File: src/rtl/regfile_dump.sv
// Streams a contiguous range of register-file entries through a spare read port
// as (index, value) words on a valid/ready interface, one read per READ cycle.
module regfile_dump #(
  parameter  int XLEN  = 32,
  parameter  int NREGS = 32,
  localparam int IW    = $clog2(NREGS)
) (
  input  logic            clk,
  input  logic            rst_n,
  input  logic            start,
  input  logic [IW-1:0]   first_idx,
  input  logic [IW-1:0]   last_idx,
  input  logic            abort,
  output logic [IW-1:0]   rf_addr,
  input  logic [XLEN-1:0] rf_data,
  output logic            out_valid,
  input  logic            out_ready,
  output logic [XLEN-1:0] out_data,
  output logic [IW-1:0]   out_index,
  output logic            out_last,
  output logic            busy,
  output logic            done,
  output logic            err
);

  typedef enum logic [1:0] {IDLE, READ, SEND, DONE} state_t;

  typedef struct packed {
    logic [XLEN-1:0] data;
    logic [IW-1:0]   index;
    logic            last;
  } word_t;

  state_t        state, state_nxt;
  logic [IW-1:0] cur, last_ptr;
  word_t         word;
  logic          vld, done_q, err_q;
  logic          accept, illegal, hs;

  assign accept  = (state == IDLE) && start && (first_idx <= last_idx);
  assign illegal = (state == IDLE) && start && (first_idx >  last_idx);
  assign hs      = vld && out_ready;

  // abort wins over a handshake in the same cycle
  always_comb begin
    state_nxt = state;
    rf_addr   = '0;
    busy      = 1'b0;
    case (state)
      IDLE: if (accept) state_nxt = READ;
      READ: begin
        rf_addr   = cur;
        busy      = 1'b1;
        state_nxt = abort ? DONE : SEND;
      end
      SEND: begin
        rf_addr = cur;
        busy    = 1'b1;
        if (abort)   state_nxt = DONE;
        else if (hs) state_nxt = word.last ? DONE : READ;
      end
      DONE:    state_nxt = IDLE;
      default: state_nxt = IDLE;
    endcase
  end

  always_ff @(posedge clk or negedge rst_n) begin
    if (!rst_n) begin
      state    <= IDLE;
      cur      <= '0;
      last_ptr <= '0;
      word     <= '0;
      vld      <= 1'b0;
      done_q   <= 1'b0;
      err_q    <= 1'b0;
    end else begin
      state  <= state_nxt;
      // done/err are registered so an illegal range reports one cycle later
      done_q <= illegal || (state_nxt == DONE);
      err_q  <= illegal;
      case (state)
        IDLE: if (accept) begin
          cur      <= first_idx;
          last_ptr <= last_idx;
        end
        READ: if (!abort) begin
          word.data  <= rf_data;
          word.index <= cur;
          word.last  <= (cur == last_ptr);
          vld        <= 1'b1;
        end
        SEND: if (abort || hs) begin
          vld <= 1'b0;
          // cur stops at the last index, so a range ending at NREGS-1 never wraps
          if (!abort && !word.last) cur <= cur + 1'b1;
        end
        default: ;
      endcase
    end
  end

  assign out_valid = vld;
  assign out_data  = word.data;
  assign out_index = word.index;
  assign out_last  = word.last;
  assign done      = done_q;
  assign err       = err_q;

endmodule

File: config.mk
export PLATFORM = sky130hd
export DESIGN_NAME = regfile_dump
export DESIGN_NICKNAME = d
export VERILOG_FILES = /design/src/rtl/regfile_dump.sv
export SDC_FILE = /design/constraint.sdc
export NUM_CORES = 1
export LEC_CHECK = 0
export ABC_AREA = 1
export BUFFER_PORTS_ARGS = -buffer_cell sky130_fd_sc_hd__buf_2
export CAP_MARGIN = 10
export CORE_ASPECT_RATIO = 0.9
export CORE_UTILIZATION = 31
export CTS_BUF_LIST = sky130_fd_sc_hd__clkbuf_4
export DETAILED_ROUTE_END_ITERATION = 10
export GPL_TIMING_DRIVEN = 0
export PLACE_DENSITY = 0.64
export SLEW_MARGIN = 5
export SYNTH_ARGS = -nofsm -noshare
export SYNTH_HDL_FRONTEND = slang
export SYNTH_SLANG_ARGS = --single-unit
export TNS_END_PERCENT = 1
File: constraint.sdc
create_clock -name clk -period 1.68 [get_ports clk]
set_input_delay 0.084 -clock clk [delete_from_list [all_inputs] [get_ports clk]]
set_output_delay 0.084 -clock clk [all_outputs]
set_load 0.01 [all_outputs]
==> load_flow_metrics.sql <==
INSERT INTO impl_metrics (metric_group, metric, value, unit) VALUES
('run_status', 'result_of_the_run', 'complete, no violations', ''),
('detailed_routing', 'drt_drc_violations_left', '0', ''),
('synth', 'synthesis.area_per_instance', '8.19', 'um2'),
('setup_path', 'reg2reg_depth', '9', ''),
('sta', 'final-max-slew-violation-count', '0', ''),
('setup_path', 'critical-path-slowest-cell', 'sky130_fd_sc_hd__dfrtp_1', ''),
('global_routing', 'wire_length_of_the_first_global_routing_pass', '10800', 'um'),
('power', 'cellPowerDensity', '1570', 'nW/um2'),
('finish', 'filler_cell_count', '744', ''),
('detailed_routing', 'detail_route.wl_per_cell', '11.8', 'um'),
('detailed_routing', 'postRouteAntennaNets', '0', ''),
('synth', 'netlist_cell_types', '24', ''),
('floorplan', 'die_h', '87.4', 'um'),
('clocking', 'clkLatencyLatePin', '0.38', 'ns'),
('synth', 'synth-warning-count', '0', ''),
('sta', 'final_hold_viol_count', '0', ''),
('place', 'port_buffers', '93', ''),
('detailed_routing', 'detailedRoute.firstPassIterationCount', '4', ''),
('global_routing', 'gr-total-overflow', '0', ''),
('hold_path', 'hold_path_depth', '5', ''),
('hold_path', 'whs_endpoint', 'cur[1]', ''),
('clocking', 'cts_root_buffer', 'sky130_fd_sc_hd__clkbuf_4', ''),
('synth', 'synthDominantCellAreaShare', '52.8', '%'),
('synth', 'post_synth_instance_area', '2510', 'um2'),
('sta', 'slew_headroom', '56.6', '%'),
('clocking', 'clkSlewWorstSetupHoldPaths', '0.15', 'ns'),
('floorplan', 'initial_core_util', '32.7', '%'),
('setup_path', 'data_required_time_of_the_worst_path', '1.60', 'ns'),
('sta', 'min_period_over_period', '97.5', '%'),
('power', 'design_power', '5.66', 'mW'),
('power', 'swShare', '42.0', '%'),
('setup_path', 'reg2reg_setup_slack', '0.14', 'ns'),
('setup_path', 'worst-path-buf-inv', '3', ''),
('place', 'placed_area', '3100', 'um2'),
('synth', 'synth-seq-cells', '53', ''),
('finish', 'top_library_cells_by_usage_in_the_layout_fill_and_taps_aside', '156 x sky130_fd_sc_hd__nand2_1, 96 x sky130_fd_sc_hd__buf_2, 53 x sky130_fd_sc_hd__dfrtp_1', ''),
('setup_path', 'timing.critical_path.from_type', 'flop', ''),
('floorplan', 'io_pins', '94', ''),
('floorplan', 'area_of_the_placeable_core', '7690', 'um2'),
('power', 'max-vdd-ir-drop', '596', 'uV'),
('synth', 'yosys.area.top_type', 'sky130_fd_sc_hd__dfrtp_1', ''),
('synth', 'postSynthNetCount', '364', ''),
('setup_path', 'crit_path_largest_cell_delay', '0.43', 'ns'),
('floorplan', 'placement_rows', '30', ''),
('finish', 'finalInstanceArea', '3600', 'um2'),
('setup_path', 'r2r-start', 'state[0]', ''),
('sta', 'report.final.setup_viol', '0', ''),
('setup_path', 'path_delay_family', 'flip-flops', ''),
('finish', 'antenna_cells', '0', ''),
('hold_path', 'holdCritStartpoint', 'first_idx[1]', ''),
('synth', 'netlist_instances', '307', ''),
('clocking', 'ctsLongestPathBuffers', '2', ''),
('finish', 'layout-drive-gt1-share', '28.8', '%'),
('setup_path', 'cp_cell_sequence', 'inv_1 > ha_2 > nand2_1 > inv_1 > buf_2', ''),
('flow_run', 'max_cap_violations', '0', ''),
('finish', 'syn2layout_area_growth', '43.2', '%'),
('global_routing', 'groute.usage.overall', '15.8', '%'),
('power', 'combPwrFrac', '47.4', '%'),
('finish', 'most_common_cell_after_layout_fill_and_taps_aside', 'sky130_fd_sc_hd__nand2_1', ''),
('finish', 'layout.nets', '504', ''),
('power', 'power_leakage', '2.07', 'nW'),
('clocking', 'cts-htree-levels', '2', ''),
('clocking', 'clk_sinks', '53', ''),
('clocking', 'tritoncts', 'built', ''),
('clocking', 'cts_buffers', '5', ''),
('power', 'cell_internal_pwr', '3.28', 'mW'),
('setup_path', 'setup.worst_path.end_class', 'output port', ''),
('floorplan', 'die_x', '96.9', 'um'),
('global_routing', 'largest_net_degree_at_the_start_of_global_routing', '54', ''),
('setup_path', 'crit_path_most_repeated_cell', 'sky130_fd_sc_hd__inv_1', ''),
('global_routing', 'number_of_global_route_vias_before_repair', '2401', '');
## layout make-up
type	instances	area (um2)	share of cell area (%)
buffer	9	65.1	1.81
sequential	53	1330	36.8
timing repair buffer	133	866	24.1
clock buffer	5	37.5	1.04
tap	96	120	3.34
multi-input combinational	216	1030	28.7
clock inverter	3	43.8	1.22
inverter	29	109	3.02
## cells by family (layout without fill, tap and decap cells)
group                    after synthesis  after routing  share of synthesized area (%)
AND/OR/NAND/NOR                      178            178                           28.6
AO/OA/AOI/OAI                         26             26                           6.52
adder cells (fa/ha/maj)               10             10                           4.98
XOR/XNOR                               2              2                          0.697
flip-flops                            53             53                           52.8
buffers and inverters                 38            179                           6.47
## stage by stage
| step | utilization, % | setup slack, ns | setup TNS [ns] | instances |
|---|---|---|---|---|
| CTS | 46.4 | 0.0000225 | 0 | 543 |
| global route | 46.8 | -0.0527 | -0.183 | 544 |
| detailed placement | 40.3 | 0.0862 | 0 | 496 |
| finish | 46.8 | 0.0412 | 0 | 544 |
| floorplan | - | 0.233 | 0 | 307 |
| global placement | 40.3 | 0.124 | 0 | 496 |
## routing by layer
| layer | routed length [um] | vias up | part of all wire (%) | track usage, % |
|---|---|---|---|---|
| li1 | - | 1218 | - | - |
| met1 | 3010 | 1088 | 47 | 20.2 |
| met2 | 3090 | 70 | 48 | 27.7 |
| met5 | 0 | - | 0 | 0 |
| met4 | 31 | 0 | 0.48 | 3.93 |
| met3 | 310 | 6 | 4.8 | 3.21 |
## worst reg2reg max path, stage by stage (launching register included)
cell and delay, ns:
sky130_fd_sc_hd__dfrtp_1 0.43, sky130_fd_sc_hd__inv_2 0.10, sky130_fd_sc_hd__ha_2 0.18, sky130_fd_sc_hd__buf_6 0.13
sky130_fd_sc_hd__inv_2 0.08, sky130_fd_sc_hd__or2_4 0.24, sky130_fd_sc_hd__nand2_4 0.09, sky130_fd_sc_hd__nand2_4 0.07
sky130_fd_sc_hd__nand2_1 0.07, sky130_fd_sc_hd__nand2_1 0.05
## registers in the layout, summed over array words and instances, names as in the netlist
name / cells
out_last: 1
cur: 5
err: 1
out_valid: 1
last_ptr: 5
state: 2
out_index: 5
done: 1
out_data: 32
## worst max-delay path by stage
stage              from          to  slack [ns]  cells past startpoint
2_1_floorplan  state[0]      cur[0]        0.23                      9
6_report       state[1]  rf_addr[0]        0.04                      5
4_1_cts        state[1]  rf_addr[0]     0.00002                      5
3_5_place_dp   state[0]      cur[3]        0.09                      9
3_3_place_gp   state[0]      cur[3]        0.12                      9
5_1_grt        state[1]  rf_addr[2]       -0.05                      5
## Yosys cell counts, drive strengths merged
master and n:
xor2 2, a221oi 1, dfrtp 53, o22ai 3, a21oi 6, buf 9, nand3 8, a211oi 1
or2 1, ha 10, nor2 8, nand2 161, o31ai 1, inv 29, o21ai 14
## timing repair
action                                  in CTS  in global routing
endpoints found under the setup margin       0                 31
gates resized for setup                      0                  8
hold endpoints to repair                    91                  0
hold buffers                                39                  0
buffers inserted                             0                  1
## power groups by stage
stage / combinational [mW] / clock (mW) / sequential [mW]
after global routing: 3.06 / 0.797 / 2.32
after detailed placement: 2.58 / 0 / 2.25
after global placement: 2.52 / 0 / 2.23
final: 2.68 / 0.738 / 2.24
after CTS: 2.66 / 0.761 / 2.22
after floorplan: 1.40 / 0 / 2.43
Note: power is estimated with default switching activity, not from simulation.
